==> src/rtl/tetris_pkg.sv <==
// Shared board geometry, piece shape table and lock-writer state encoding.
package tetris_pkg;

  localparam int ROWS  = 20;
  localparam int COLS  = 16;
  localparam int CW    = 3;
  localparam int ROW_W = COLS * CW;

  typedef enum logic [3:0] {
    P_I1 = 4'd0, P_I2, P_O, P_S1, P_S2,
    P_J1, P_J2, P_J3, P_J4,
    P_T1, P_T2, P_T3, P_T4,
    P_Z1, P_Z2, P_NONE
  } piece_e;

  // One 16-bit word per piece code: cell k sits in nibble k as {dy[1:0], dx[1:0]}.
  // Shapes are bottom-aligned in the 4x4 box, same geometry as the collision check.
  localparam logic [15:0] PIECE_CELLS [15] = '{
    16'hFEDC,  // I1
    16'hD951,  // I2
    16'hEDA9,  // O
    16'hDCA9,  // S1
    16'hD984,  // S2
    16'hEDC8,  // J1
    16'hD965,  // J2
    16'hEA98,  // J3
    16'hDC95,  // J4
    16'hEDC9,  // T1
    16'hDA95,  // T2
    16'hDA98,  // T3
    16'hD985,  // T4
    16'hED98,  // Z1
    16'hC985   // Z2
  };

  typedef enum logic [2:0] {
    S_IDLE  = 3'd0,
    S_WRITE = 3'd1,
    S_SCAN  = 3'd2,
    S_FILL  = 3'd3,
    S_DONE  = 3'd4
  } lock_state_e;

  // A row is full when none of its cells holds the empty code.
  function automatic logic row_full(input logic [ROW_W-1:0] row);
    logic full;
    full = 1'b1;
    for (int c = 0; c < COLS; c++) begin
      if (row[c*CW +: CW] == '0) full = 1'b0;
    end
    return full;
  endfunction

endpackage

==> src/rtl/piece_cell_rom.sv <==
// Combinational lookup of one cell offset of a piece; code 15 yields no cell.
module piece_cell_rom
  import tetris_pkg::*;
(
  input  logic [3:0] i_piece,
  input  logic [1:0] i_k,
  output logic [1:0] o_dy,
  output logic [1:0] o_dx,
  output logic       o_valid
);

  logic [15:0] w_entry;
  logic [3:0]  w_cell;

  // Select the piece word, then the k-th nibble of it.
  always_comb begin
    w_entry = '0;
    o_valid = 1'b0;
    if (i_piece != 4'd15) begin
      w_entry = PIECE_CELLS[i_piece];
      o_valid = 1'b1;
    end
    w_cell = w_entry[i_k*4 +: 4];
    o_dy   = w_cell[3:2];
    o_dx   = w_cell[1:0];
  end

endmodule

==> src/rtl/piece_lock_writer.sv <==
// Commits a locked piece into the board, then clears full rows by compacting
// the board downward in one bottom-to-top pass and zero-filling the top.
//
// Handshake: lock_req is a single-cycle request honoured only while busy is
// low; busy rises the cycle after accept and stays high through the DONE
// cycle, where done pulses once with lines_cleared valid. Requests seen while
// busy are dropped, never queued.
module piece_lock_writer
  import tetris_pkg::*;
(
  input  logic             clk,
  input  logic             rst,
  input  logic             lock_req,
  input  logic [3:0]       piece,
  input  logic [3:0]       xpos,
  input  logic [4:0]       ypos,
  input  logic [CW-1:0]    color,
  output logic             busy,
  output logic             done,
  output logic [2:0]       lines_cleared,
  output logic             cell_we,
  output logic [4:0]       cell_row,
  output logic [3:0]       cell_col,
  output logic [CW-1:0]    cell_data,
  output logic [4:0]       rd_row,
  input  logic [ROW_W-1:0] rd_data,
  output logic             row_we,
  output logic [4:0]       row_idx,
  output logic [ROW_W-1:0] row_data,
  output lock_state_e      state_dbg
);

  lock_state_e r_state, w_state_nxt;

  logic [3:0]    r_piece;
  logic [3:0]    r_x;
  logic [4:0]    r_y;
  logic [CW-1:0] r_color;
  logic [1:0]    r_k;
  logic [4:0]    r_src;
  logic [4:0]    r_dst;
  logic [4:0]    r_cleared;
  logic [2:0]    r_lines;

  logic [1:0] w_dy, w_dx;
  logic       w_valid;
  logic [5:0] w_row, w_col;
  logic       w_cell_ok;
  logic       w_full;

  piece_cell_rom u_rom (
    .i_piece (r_piece),
    .i_k     (r_k),
    .o_dy    (w_dy),
    .o_dx    (w_dx),
    .o_valid (w_valid)
  );

  // Board coordinates are formed at 6 bits so off-board cells are detectable.
  assign w_row     = {1'b0, r_y} + {4'b0, w_dy};
  assign w_col     = {2'b0, r_x} + {4'b0, w_dx};
  assign w_cell_ok = w_valid && (w_row < 6'(ROWS)) && (w_col < 6'(COLS));
  assign w_full    = row_full(rd_data);
  assign state_dbg = r_state;

  // State register.
  always_ff @(posedge clk or posedge rst) begin
    if (rst) r_state <= S_IDLE;
    else     r_state <= w_state_nxt;
  end

  // Next state and all strobes; everything is quiet outside its own phase.
  always_comb begin
    w_state_nxt   = r_state;
    busy          = (r_state != S_IDLE);
    done          = 1'b0;
    lines_cleared = r_lines;
    cell_we       = 1'b0;
    cell_row      = '0;
    cell_col      = '0;
    cell_data     = '0;
    rd_row        = '0;
    row_we        = 1'b0;
    row_idx       = '0;
    row_data      = '0;
    case (r_state)
      S_IDLE: begin
        if (lock_req) w_state_nxt = S_WRITE;
      end
      S_WRITE: begin
        cell_we   = w_cell_ok;
        cell_row  = w_row[4:0];
        cell_col  = w_col[3:0];
        cell_data = r_color;
        if (r_k == 2'd3) w_state_nxt = S_SCAN;
      end
      S_SCAN: begin
        rd_row = r_src;
        // A surviving row only moves when a full row has been dropped below it.
        if (!w_full && (r_dst != r_src)) begin
          row_we   = 1'b1;
          row_idx  = r_dst;
          row_data = rd_data;
        end
        if (r_src == 5'd0) begin
          w_state_nxt = ((r_cleared != 5'd0) || w_full) ? S_FILL : S_DONE;
        end
      end
      S_FILL: begin
        // After the pass dst equals cleared-1, so fill ends exactly at row 0.
        row_we  = 1'b1;
        row_idx = r_dst;
        if (r_dst == 5'd0) w_state_nxt = S_DONE;
      end
      S_DONE: begin
        done          = 1'b1;
        lines_cleared = r_cleared[2:0];
        w_state_nxt   = S_IDLE;
      end
      default: w_state_nxt = S_IDLE;
    endcase
  end

  // Request latch, cell index, scan pointers and cleared-line counters.
  always_ff @(posedge clk or posedge rst) begin
    if (rst) begin
      r_piece   <= '0;
      r_x       <= '0;
      r_y       <= '0;
      r_color   <= '0;
      r_k       <= '0;
      r_src     <= '0;
      r_dst     <= '0;
      r_cleared <= '0;
      r_lines   <= '0;
    end else begin
      case (r_state)
        S_IDLE: begin
          if (lock_req) begin
            r_piece   <= piece;
            r_x       <= xpos;
            r_y       <= ypos;
            r_color   <= color;
            r_k       <= 2'd0;
            r_src     <= 5'(ROWS - 1);
            r_dst     <= 5'(ROWS - 1);
            r_cleared <= 5'd0;
          end
        end
        S_WRITE: r_k <= r_k + 2'd1;
        S_SCAN: begin
          if (w_full) r_cleared <= r_cleared + 5'd1;
          else        r_dst     <= r_dst - 5'd1;
          r_src <= r_src - 5'd1;
        end
        S_FILL: r_dst <= r_dst - 5'd1;
        S_DONE: r_lines <= r_cleared[2:0];
        default: ;
      endcase
    end
  end

endmodule

==> config.mk <==
export PLATFORM = sky130hd
export DESIGN_NAME = piece_lock_writer
export DESIGN_NICKNAME = d
export VERILOG_FILES = /design/src/rtl/tetris_pkg.sv /design/src/rtl/piece_cell_rom.sv /design/src/rtl/piece_lock_writer.sv
export SDC_FILE = /design/constraint.sdc
export NUM_CORES = 1
export LEC_CHECK = 0
export BUFFER_PORTS_ARGS = -buffer_cell sky130_fd_sc_hd__buf_2
export CORE_MARGIN = 2
export CORE_UTILIZATION = 51
export CTS_BUF_LIST = sky130_fd_sc_hd__clkbuf_16
export CTS_CLUSTER_SIZE = 10
export DETAILED_ROUTE_END_ITERATION = 10
export PLACE_DENSITY = 0.86
export SETUP_SLACK_MARGIN = 0.5
export SLEW_MARGIN = 20
export SYNTH_ARGS = -nofsm -noshare
export SYNTH_HDL_FRONTEND = slang
export SYNTH_SLANG_ARGS = --single-unit
export TNS_END_PERCENT = 5
==> constraint.sdc <==
create_clock -name clk -period 5.6 [get_ports clk]
set_clock_uncertainty 0.1 [all_clocks]
set_input_delay 0.84 -clock clk [delete_from_list [all_inputs] [get_ports clk]]
set_output_delay 0.84 -clock clk [all_outputs]
set_load 0.005 [all_outputs]
# Yosys cells after proc, flatten, opt, wreduce, memory -nomap -nowiden
# Memories as Yosys holds them, arrays and structs flattened.
# Index checks and enable logic that the tools add are counted.
# word_totals
elab_cells	118
n_memories	1
regBits	39
romBits	256
inputBits	67
# mem_list
memory	words	width	read_ports	rd_ports_with_merged_regs	wr	line	rtl
(no name shown)	16	16	1	0	0	piece_cell_rom.sv:20	w_entry = PIECE_CELLS[i_piece];
# classes
eq_ne	13
addsub	6
reduce_logical	35
magnitude_cmp	3
n_bitwise	1
muxes	48
shifts	1
# ops
cell	n
$mux 48	2
$logic_not 3->1	17
$mux 16	3
$mux 5	7
$pmux 5 s2	3
$mux 3	7
$mux 1	20
$shiftx 16x5->4	1
$pmux 5 s3	1
$ne 2x2->1 const B	6
$pmux 3 s4	1
$logic_not 5->1	2
$sub 5x1->5 const B	2
$add 5x2->6	1
$eq 3x2->1 const B	2
$lt 6x5->1 const B	1
$reduce_and 2->1	3
$reduce_and 3->1	2
$reduce_bool 3->1	2
$add 4x2->5	1
$add 5x1->5 const B	1
$ge 5x5->1 const B	1
$lt 5x5->1 const B	1
$ne 5x5->1	1
16 further kinds	19

# Depth between registers and ports, before layout
# logic_depth
ltp_word	21
ltp_mapped	13

# Cells and area by module
# Synthesis repeated with hierarchy kept, for this count alone.
# unflattened
hier_cells	404
hier_area_um2	3186.8
# modules_own_cells
mod	cells_each	instances	area_per_inst_um2	seq_area_each_um2
piece_lock_writer	329	1	2692.6	975.9
piece_cell_rom	75	1	494.2	0.0

# Worst setup path before layout
# Ideal clock, no wire load.
# synth_timing
path_type	register to output
from	register r_piece[0]
to	output port cell_we
path_buffers	0
required_time_ns	4.660
stages_incl_launch_ff	11
arrival_time_ns	2.763
slack_ns	1.897
path_cell_list	dfrtp_1 inv_1 ha_1 mux2_2 mux4_2 o221a_2 ha_1 fa_1 o31ai_1 a21oi_1 nor2_1
# synth_via
elab_chain_cells	11
word_cells_on_any_way	15
# synth_rtl
element	line	rtl
from (decl)	piece_lock_writer.sv:35	logic [3:0] r_piece;
from (signal assigned)	piece_lock_writer.sv:140	r_piece <= piece;
$not 4->5 (implied by the code)	piece_cell_rom.sv:20	
$mem_v2 16x16	n/a	
$mux 16 (implied by the code) (2 in series)	piece_cell_rom.sv:20	
$mux 16	piece_cell_rom.sv:19	if (i_piece != 4'd15) begin
$shiftx 16x5->4	piece_cell_rom.sv:23	w_cell = w_entry[i_k*4 +: 4];
$add 5x2->6	piece_lock_writer.sv:60	assign w_row = {1'b0, r_y} + {4'b0, w_dy};
$lt 6x5->1	piece_lock_writer.sv:62	assign w_cell_ok = w_valid && (w_row < 6'(ROWS)) && (w_col < 6'(COLS));
$logic_and 1x1->1	piece_lock_writer.sv:62	
$logic_and 1x1->1 (*)	piece_lock_writer.sv:62	
$mux 1 (*)	piece_lock_writer.sv:86	case (r_state)
to (decl)	piece_lock_writer.sv:21	output logic cell_we,
# Every way passes the cells marked *; elsewhere a longest branch is shown, timed or not. The select of a mux whose other input is x is not followed.

# Worst setup path after layout
# layout_timing
from	register r_piece[1]
to	output port cell_we
# The elaborated chain is that of the path after synthesis.

==> flow_summary.ini <==
[status]
status = completed

[routing]
drc = 0
num_vias = 3295
drt_iter0_drc = 195
ant_nets = 0
drt_first_pass_iters = 4
wirelength_um = 9187
via_per_inst = 5.473
wl_per_cell_um = 15.26

[clocking]
htreeDepth = 2
clockBufferDepth = 2
cts_sinks = 39
cts_made_buffers = 5
cts.clk_slew.worst_paths_ns = 0.06
clk_latency_ns = 0.28
hold_buffers = 0
cts_resized = 0
clock-root-buffer = clkbuf_16
cts_tree = yes
cts_setup_buffers = 0

[cells_and_area]
fillers = 504
final_layout_size_suffix_gt1_share_pct = 32.64
fin_util_pct = 68.26
layout.nets = 611
area_growth_pct = 28.17
final_common_cell = buf_2
seq_area_um2 = 975.9
multiInputGateArea_mm2 = 0.002024
final_cell_mix = buf_2 (146), nand2_1 (60), and2_1 (59)
diodes = 0

[grt]
top_usage_layer = met2
grt_use_met3_pct = 5.666
grt_pass1_vias = 3143
track_usage_pct = 26.58
antenna_found_initial = 0
use_met2_pct = 43.91
grt_max_degree = 55
overflow = 0
grt_pass1_wl_um = 15160
met1_usage_pct = 36.79

[hold_path]
hp-class = reg2reg

[logic_synthesis]
postSynthAreaPerCell_um2 = 8.010
yosys_warnings = 0
async_reset_ff_share_pct = 100.0
synth_edf_count = 0
synth_area_mm2 = 0.003172
synth_flop_cell = dfrtp_1
ys_ff_latch = 39
seq_area_frac_synth_pct = 30.77
ys_types = 51
syn_inst = 396
syn_nets = 481

[timing]
max_freq_mhz = 231.2
max_slew.worst_pin.slew_ns = 0.9247
worst_hold_slack_ns = 0.3692
period_share_pct = 77.23
post-route-min-period_ns = 4.325
tns_ns = 0
final_hold_viol_count = 0
rsz0062_at_grt = no
slew_violations = 0
slew_headroom_pct = 38.35
setup_viol = 0

[floorplan]
initial_utilization_pct = 53.26
core_region_area_mm2 = 0.005956
fp.dieW_um = 82.86
die_h_um = 82.86
fp.dieArea_mm2 = 0.006866
rows = 28
io_pins = 147

[critical_path]
critPathMaxFanout = 9
worstSetupStartpointType = flip-flop
crit_type = reg2out
cp-end-kind = output port
critPathArrivalTime_ns = 3.38
cp.required_ns = 4.66

[pwr]
ir_drop_uv = 326.7
comb_power_share_pct = 55.7
p_sw_share_pct = 43.97
clockPowerShare_pct = 16.0
intPower_uw = 1138
seqPwrFrac_pct = 28.3
power_density_mw_per_mm2 = 499.8
p_sw_uw = 893.4
power_leakage_uw = 0.002153

[placement]
gp_congestion = 0.9954
io_buffer_count = 146
place_hpwl_um = 7120

[run]
drv_cap = 0
## synthesized netlist by cell type (all sizes together), types with 2 or more instances
| cell | count | area share (%) |
|---|---|---|
| a211oi | 4 | 0.95 |
| a21oi | 15 | 2.4 |
| a31o | 2 | 0.55 |
| and2 | 59 | 12 |
| buf | 8 | 1.5 |
| clkbuf | 16 | 1.9 |
| dfrtp | 39 | 31 |
| fa | 2 | 1.3 |
| ha | 16 | 6.3 |
| inv | 17 | 2.0 |
| mux2 | 5 | 1.9 |
| mux2i | 6 | 1.9 |
| mux4 | 2 | 1.4 |
| nand2 | 60 | 7.1 |
| nand2b | 4 | 0.79 |
| nand3 | 11 | 1.7 |
| nand3b | 5 | 1.2 |
| nor2 | 28 | 3.3 |
| nor2b | 8 | 1.6 |
| nor3 | 25 | 3.9 |
| nor3b | 2 | 0.47 |
| nor4 | 5 | 1.8 |
| nor4b | 2 | 0.55 |
| o21a | 5 | 1.2 |
| o21ai | 13 | 2.1 |
| o22ai | 3 | 0.59 |
| o31ai | 2 | 0.47 |
| or4 | 2 | 0.47 |
| xnor2 | 6 | 1.7 |
| xor2 | 7 | 1.9 |
## metal layers
metal	routed length (um)	part of all wire, %
met1	4121	45
met2	4462	49
met3	546	5.9
met5	0	0
met4	56	0.61
## final timing paths
check / from / endpoint / slack, ns / cells past startpoint
setup / recovery: r_piece[1] / cell_we / 1.28 / 11
hold / removal: r_color[0] / r_color[0] / 0.37 / 2
setup reg to reg: state_dbg[0] / r_dst[2] / 3.18 / 4
hold reg to reg: r_color[0] / r_color[0] / 0.37 / 2
max in group asynchronous: rst / r_src[0] / 4.47 / 3
min in group asynchronous: rst / r_color[1] / 0.57 / 3
## registers in the layout, indices dropped and copies added (netlist names)
register and count:
r_k 2, r_y 5, r_dst 5, r_src 5
r_piece 4, r_lines 3, r_x 4, r_color 3
state_dbg 3, r_cleared 5
## cell families after synthesis
group | Yosys count | synth area share [%]
DFF | 39 | 30.77
and+or+nand+nor | 217 | 36.17
AOI/OAI and AO/OA | 55 | 11.24
xor gates and xnor gates | 13 | 3.590
buffers and inverters | 41 | 5.444
adders and majority gates | 18 | 7.574
muxes | 13 | 5.207
## critical path, cell delays in order, from the launching register on
cell	delay, ns
dfrtp_1	0.49
inv_1	0.16
ha_1	0.24
mux2_2	0.27
mux4_2	0.46
o221a_2	0.28
ha_1	0.20
fa_1	0.46
o31ai_1	0.24
a21oi_1	0.10
nor2_1	0.09
buf_2	0.12
## metrics by stage
stage	power (uW)	area, um^2	setup WS (ns)	cells
2_1_floorplan	1333	3172	1.897	396
3_3_place_gp	1651	3895	1.673	594
3_5_place_dp	1698	3895	1.594	594
4_1_cts	2032	4064	1.272	602
5_1_grt	2219	4065	1.063	602
6_report	2032	4065	1.275	602
## power by group through the flow
stage / combinational (uW) / clock (uW) / sequential (uW)
finish: 1130 / 325 / 576
global route: 1270 / 342 / 602
CTS: 1130 / 328 / 571
detailed placement: 1120 / 0 / 574
global placement: 1080 / 0 / 566
floorplan: 849 / 0 / 484
## final cells by class
| type | count | area share (%) |
|---|---|---|
| clock buffer | 5 | 3.078 |
| clock inverter | 3 | 1.077 |
| inverter | 17 | 1.570 |
| multi-input combinational | 316 | 49.80 |
| sequential | 39 | 24.01 |
| tap | 75 | 2.308 |
| timing repair buffer | 147 | 18.16 |
Power figures use the tool's default switching activity.
